### src/rtl/ft600_fifo_responder.sv
// Device-side FT600 245-mode FIFO bus responder with host valid/ready streams.
// Optional read/write word counters are enabled by defining FT600_RESP_STATS_EN.
module ft600_fifo_responder #(
  parameter int DATA_WIDTH = 16,
  parameter int DEPTH      = 16
) (
  input  logic                  CLK,
  input  logic                  nRST,
  output logic                  usb_rxf,
  output logic                  usb_txe,
  input  logic                  usb_rd_n,
  input  logic                  usb_wr_n,
  input  logic                  usb_oe_n,
  input  logic [DATA_WIDTH-1:0] usb_ad_i,
  output logic [DATA_WIDTH-1:0] usb_ad_o,
  output logic                  usb_ad_oe,
  input  logic [DATA_WIDTH-1:0] host_rx_data,
  input  logic                  host_rx_valid,
  output logic                  host_rx_ready,
  output logic [DATA_WIDTH-1:0] host_tx_data,
  output logic                  host_tx_valid,
  input  logic                  host_tx_ready,
  output logic                  err_underflow,
  output logic                  err_overflow,
  output logic                  err_conflict
`ifdef FT600_RESP_STATS_EN
  ,
  output logic [31:0]           stat_rd_words,
  output logic [31:0]           stat_wr_words
`endif
);

  localparam int PW = $clog2(DEPTH);
  localparam int CW = PW + 1;
  localparam logic [CW-1:0] FULL = CW'(DEPTH);

  logic [DATA_WIDTH-1:0] rx_mem_q [DEPTH];
  logic [DATA_WIDTH-1:0] tx_mem_q [DEPTH];

  logic [PW-1:0] rx_wr_q, rx_rd_q, tx_wr_q, tx_rd_q;
  logic [CW-1:0] rx_count_q, rx_count_d, tx_count_q, tx_count_d;

  logic rxf_q, txe_q, rx_ready_q, tx_valid_q, ad_oe_q;
  logic err_underflow_q, err_overflow_q, err_conflict_q;

  logic rd_req, rx_push, rx_pop, tx_push, tx_pop;

  assign rd_req  = !usb_rd_n && !usb_oe_n;
  assign rx_push = host_rx_valid && rx_ready_q;
  assign rx_pop  = rd_req && (rx_count_q != '0);
  assign tx_push = !usb_wr_n && (tx_count_q != FULL);
  assign tx_pop  = tx_valid_q && host_tx_ready;

  always_comb begin
    rx_count_d = rx_count_q;
    if (rx_push && !rx_pop)
      rx_count_d = rx_count_q + CW'(1);
    else if (!rx_push && rx_pop)
      rx_count_d = rx_count_q - CW'(1);

    tx_count_d = tx_count_q;
    if (tx_push && !tx_pop)
      tx_count_d = tx_count_q + CW'(1);
    else if (!tx_push && tx_pop)
      tx_count_d = tx_count_q - CW'(1);
  end

  // Storage is not reset; stale entries are unreachable once the pointers clear.
  always_ff @(posedge CLK) begin
    if (rx_push) rx_mem_q[rx_wr_q] <= host_rx_data;
    if (tx_push) tx_mem_q[tx_wr_q] <= usb_ad_i;
  end

  always_ff @(posedge CLK) begin
    if (!nRST) begin
      rx_wr_q         <= '0;
      rx_rd_q         <= '0;
      tx_wr_q         <= '0;
      tx_rd_q         <= '0;
      rx_count_q      <= '0;
      tx_count_q      <= '0;
      rxf_q           <= 1'b1;
      txe_q           <= 1'b1;
      rx_ready_q      <= 1'b0;
      tx_valid_q      <= 1'b0;
      ad_oe_q         <= 1'b0;
      err_underflow_q <= 1'b0;
      err_overflow_q  <= 1'b0;
      err_conflict_q  <= 1'b0;
    end else begin
      if (rx_push) rx_wr_q <= rx_wr_q + PW'(1);
      if (rx_pop)  rx_rd_q <= rx_rd_q + PW'(1);
      if (tx_push) tx_wr_q <= tx_wr_q + PW'(1);
      if (tx_pop)  tx_rd_q <= tx_rd_q + PW'(1);
      rx_count_q      <= rx_count_d;
      tx_count_q      <= tx_count_d;
      rxf_q           <= (rx_count_d == '0);
      txe_q           <= (tx_count_d == FULL);
      rx_ready_q      <= (rx_count_d != FULL);
      tx_valid_q      <= (tx_count_d != '0);
      ad_oe_q         <= !usb_oe_n;
      err_underflow_q <= err_underflow_q | (rd_req && (rx_count_q == '0));
      err_overflow_q  <= err_overflow_q | (!usb_wr_n && (tx_count_q == FULL));
      err_conflict_q  <= err_conflict_q | (!usb_wr_n && ad_oe_q);
    end
  end

`ifdef FT600_RESP_STATS_EN
  logic [31:0] stat_rd_q, stat_wr_q;

  always_ff @(posedge CLK) begin
    if (!nRST) begin
      stat_rd_q <= '0;
      stat_wr_q <= '0;
    end else begin
      if (rx_pop)  stat_rd_q <= stat_rd_q + 32'd1;
      if (tx_push) stat_wr_q <= stat_wr_q + 32'd1;
    end
  end

  assign stat_rd_words = stat_rd_q;
  assign stat_wr_words = stat_wr_q;
`endif

  assign usb_rxf       = rxf_q;
  assign usb_txe       = txe_q;
  assign usb_ad_oe     = ad_oe_q;
  assign usb_ad_o      = (rx_count_q == '0) ? '0 : rx_mem_q[rx_rd_q];
  assign host_rx_ready = rx_ready_q;
  assign host_tx_valid = tx_valid_q;
  assign host_tx_data  = tx_mem_q[tx_rd_q];
  assign err_underflow = err_underflow_q;
  assign err_overflow  = err_overflow_q;
  assign err_conflict  = err_conflict_q;

endmodule

### config.mk
export PLATFORM = sky130hd
export DESIGN_NAME = ft600_fifo_responder
export DESIGN_NICKNAME = d
export VERILOG_FILES = /design/src/rtl/ft600_fifo_responder.sv
export SDC_FILE = /design/constraint.sdc
export NUM_CORES = 1
export LEC_CHECK = 0
export CAP_MARGIN = 20
export CORE_MARGIN = 1.5
export CORE_UTILIZATION = 45
export DETAILED_ROUTE_END_ITERATION = 8
export PLACE_DENSITY = 0.6
export SYNTH_ARGS = -nofsm -noshare
export SYNTH_HDL_FRONTEND = slang
export SYNTH_SLANG_ARGS = --single-unit
### constraint.sdc
create_clock -name CLK -period 4.3 [get_ports CLK]
set_input_delay 1.29 -clock CLK [delete_from_list [all_inputs] [get_ports CLK]]
set_output_delay 1.29 -clock CLK [all_outputs]
set_load 0.05 [all_outputs]
# Word-level counts from Yosys, hierarchy flattened

Memory sizes are Yosys's and may differ from the RTL's. A register that Yosys moved wholly into a read port is not among the register bits.
Cells that the tools add are included.
W data, S select, Z words.

Reduce and logical (&&, ||, !) cells: 23
$add $sub $neg: 8
Bitwise gates (word level): 3
Equality and inequality tests: 4
Multiplexer cells: 13

Operators with widths:

| operator              | number |
|---|---|
| $mux W5               | 4 |
| $add A4 B1 Y4 const B | 4 |
| $mux W16              | 1 |
| $mux W4               | 4 |
| $logic_and A1 B1 Y1   | 12 |
| $add A5 B1 Y5 const B | 2 |
| $eq A5 B5 Y1 const B  | 2 |
| $logic_not A5 Y1      | 2 |
| $ne A5 B5 Y1 const B  | 2 |
| $reduce_bool A5 Y1    | 2 |
| $sub A5 B1 Y5 const B | 2 |
| $logic_not A1 Y1      | 7 |
| $mux W1               | 4 |
| $or A1 B1 Y1          | 3 |

Memories: 2
Output and inout bits: 40
Logic and storage cells: 67
Memory bits (writable): 512
Register bits after elaboration: 34
Input port bits: 39

Memory list:

| memory   | depth | width | rd ports | clocked after memory_dff | write ports | line | text |
|---|---|---|---|---|---|---|---|
| rx_mem_q | 16    | 16    | 1        | 1                        | 1           | 37   | `logic [DATA_WIDTH-1:0] rx_mem_q [DEPTH];` |
| tx_mem_q | 16    | 16    | 1        | 1                        | 1           | 38   | `logic [DATA_WIDTH-1:0] tx_mem_q [DEPTH];` |

# Depth between registers and ports, before layout

Depth after elaboration: 7
Gate-level depth with buffers: 8
Depth with buffers taken out: 7

# Least setup slack after synthesis

No wires, ideal clock.

Path type: input to register
From: input usb_wr_n
To: memory tx_mem_q[3][0], enable pin
Stages: 3
Data required time: 3.891 ns
Library setup time: 0.409 ns
Setup slack: 0.883 ns
Arrival time: 3.008 ns
Buffers on the path: 0
Cells stage by stage: nor2_1 > nand2_1 > nor3_1

Longest elaborated chain between the ends: 4

RTL lines:

| element                       | line | text |
|---|---|---|
| from (decl)                   | 12   | `input logic usb_wr_n,` |
| $logic_not A1 Y1              | 51   | `assign tx_push = !usb_wr_n && (tx_count_q != FULL);` |
| $logic_and A1 B1 Y1           | 51   |  |
| $mux W1                       | 71   | `if (tx_push) tx_mem_q[tx_wr_q] <= usb_ad_i;` |
| $mux W1 (implied by the code) | 71   |  |
| to (decl)                     | 38   |  |

No other way between the ends.

==> results.toml <==
[floorplanning]
io-pin-count = 79
std_cell_rows = 79
die_height_um = 221
initial_core_util_pct = 45.9
die_area_um2 = 49000
core_area_um2 = 46800
die-width_um = 221

[timing]
skew_ns = 0.0127
fmax_mhz = 238
tns_ns = 0
setup_viol = 0
hold_viol = 0
slew_headroom_pct = 46.1
min_period_ns = 4.20
rsz0062_at_grt = "false"
finalMaxSlewViolations = 0
fin_crit_sh_pct = 97.7
tightest_slew_ns = 0.802

[route]
wl_per_cell_um = 25.3
post_drt_via_cell_ratio = 5.67
post-route-drc-count = 0
first_iter_violations = 952
vias = 10214
dr.pass1.iters = 5
antenna_left = 0
wirelength_mm = 45.6

[clocking]
clock-root-buffer = "clkbuf_16"
clockBufferDepth = 3
h-tree-depth = 2
clk_latency_ns = 0.60
cts_tree = "done"
cts.sinks = 554
ctsHoldBuffers = 0
cts_made_buffers = 56
path_clk_slew_ns = 0.06

[pwr]
peakVddDrop_uv = 352
pwr_density_cell_nw_per_um2 = 502
p_switching_uw = 3160
combPwrFrac_pct = 15.0
p_total_uw = 12700
leakagePower_uw = 0.00802
pwr-share-clk_pct = 37.0
seqPwrFrac_pct = 47.9
intPower_uw = 9540
p_sw_share_pct = 24.8

[worst_setup_path]
startpoint_type = "flip-flop"
crit_top_cell = "mux4_2"
slowest_stage = "mux4_2"
max_stage_delay_ns = 0.54
arrival_ns = 2.91
crit_chain = "buf_8 > buf_16 > mux4_2 > mux4_2 > and2_1 > buf_4"
end_kind = "output port"
critPathRequiredTime_ns = 3.01
crit_fanout = 20
path_class = "flip-flop to output port"

[synth]
synth_ff_type = "edfxtp_1"
yosys-top-cells-area = "edfxtp_1 (72%), mux4_2 (17%), dfxtp_1 (3.9%)"
synth.avg_cell_area_um2 = 21.8
ys_warn_count = 0
syn_area_um2 = 21500
synth_edf_count = 512
yosysUniqueCellTypes = 49
synth_async_sr_flop_share_pct = 0
synth_seq_cells = 554
syn_nets = 1039
synth_cells = 986
yosysTopAreaCell = "edfxtp_1"
synth_top_area_share_pct = 71.7
yosysSeqAreaShare_pct = 75.6

[layout]
syn_to_final_growth_pct = 17.9
fin_util_pct = 54.1
layout-drive-gt1-share_pct = 30.8
fin_nets = 1199

[place]
hpwl_mm = 26.2
io_buffer_count = 78
gp_congestion = 0.820

[global_routing]
grt_first_pass_wirelength_mm = 68.3
track_usage_pct = 19.0
antenna_found_initial = 3
first_global_vias = 10659
grt_max_degree = 34
grt-ovfl-total = 0

[status]
run_status = "finished clean"

[hold_path]
hold_class = "flip-flop to flip-flop"

[run]
max_cap_violations = 0
==> flip-flops by register name (all words and copies together), names as in the netlist, named ones only <==
register and flops:
usb_txe 1, tx_wr_q 4, err_underflow 1, rx_rd_q 4
tx_count_q 5, usb_ad_oe 1, rx_wr_q 4, tx_rd_q 4
rx_count_q 5, tx_mem_q 256, usb_rxf 1, err_conflict 1
err_overflow 1, host_rx_ready 1, host_tx_valid 1, rx_mem_q 256
==> metal layers <==
metal  GRT usage [%]  wire length (µm)  up-vias
li1                -                 -     4413
met1            28.1             20100     5421
met2            29.2             21600      318
met3            4.00              3220       60
met4            4.16               697        2
met5               0                17        -
==> stage by stage <==
| step | hold WS [ns] | worst slack, ns | instance area (µm²) | cells |
|---|---|---|---|---|
| after global placement | 0.453 | 0.429 | 23400 | 1689 |
| after detailed placement | 0.465 | 0.400 | 23400 | 1689 |
| final | 0.467 | 0.0995 | 25300 | 1802 |
| after CTS | 0.475 | 0.00202 | 25300 | 1801 |
| after global routing | 0.527 | 0.0153 | 25300 | 1801 |
| after floorplan | 0.468 | 0.883 | 21500 | 986 |
==> power groups by stage <==
stage | clock network (µW) | registers, µW | logic (µW)
detailed placement | 0 | 6230 | 1900
floorplan | 0 | 6190 | 1310
finish | 4700 | 6090 | 1910
global route | 5020 | 6100 | 2030
global placement | 0 | 6220 | 1880
CTS | 4820 | 6090 | 1940
==> critical path: cells and delay by family, from the launching register on <==
| kind | cells | cell delay, ns |
|---|---|---|
| buf+inv | 3 | 0.64 |
| simple gates | 1 | 0.20 |
| flops | 1 | 0.38 |
| mux | 2 | 1.08 |
==> Yosys cell counts (all sizes together), types with 2 or more instances <==
cell and n:
edfxtp 512, mux4 160, nor2 57, dfxtp 42, buf 28, and2 22, nand2 22, clkbuf 20
ha 14, inv 11, nor3 10, a21oi 9, nand4 9, xor2 9, xnor2 8, nand2b 6
o21ai 4, a311oi 3, a31oi 3, mux2i 3, nand3 3, or4 3, a211o 2, a211oi 2
and3 2, nand3b 2, o31ai 2, o41a 2
==> final cells by class <==
class                   instances  area, µm²
diodes                          1       2.50
clock buffers                  66       1460
clock inverters                40        323
fillers                      3581      21500
inverters                      12       45.0
multi-input cells             372       5040
flip-flops and latches        554      16200
well taps                     607        759
repair buffers                150       1430
==> layout by cell type, fill, tap and decap left out, types with 5 or more instances in the layout <==
master,synthesis,final
edfxtp_1,512,512
bufinv_16,0,5
buf_4,0,71
xnor2_1,8,8
buf_12,0,9
clkinv_1,1,14
nand2_1,22,22
clkinv_2,0,18
nand4_1,9,9
nor2_1,57,33
dfxtp_1,42,38
nand2b_1,6,6
mux4_2,159,159
and2_1,22,22
nor2_2,0,24
ha_1,14,14
clkdlybuf4s50_1,0,47
xor2_1,9,9
clkbuf_16,0,57
a21oi_1,8,8
inv_1,11,11
clkbuf_1,20,9
dlygate4sd2_1,0,19
nor3_2,0,8
==> final timing paths <==
path	cells after the start	startpoint	slack (ns)	end
hold / removal	2	err_underflow	0.47	err_underflow
setup reg to reg	8	tx_count_q[0]	1.91	tx_mem_q[0][5]
setup / recovery	6	flip-flop	0.1	usb_ad_o[2]
hold reg to reg	2	err_underflow	0.47	err_underflow
==> cell families (layout without fill, tap and decap cells) <==
logic type / count (synthesis) / count (layout) / synth area share [%]
compound gates: 34 / 34 / 1.14
xor+xnor: 17 / 17 / 0.694
fa+ha+maj: 14 / 14 / 0.816
buf+inv: 60 / 268 / 1.39
flops: 554 / 554 / 75.6
mux: 164 / 164 / 17.0
other cells: 0 / 1 / 0
simple gates: 143 / 143 / 3.38
==> what timing repair did <==
item,CTS,global route
gates resized for setup,23,2
cloned,1,0
endpoints found under the setup margin,31,9
setup buffers,5,0
(Power assumes the default switching activity.)
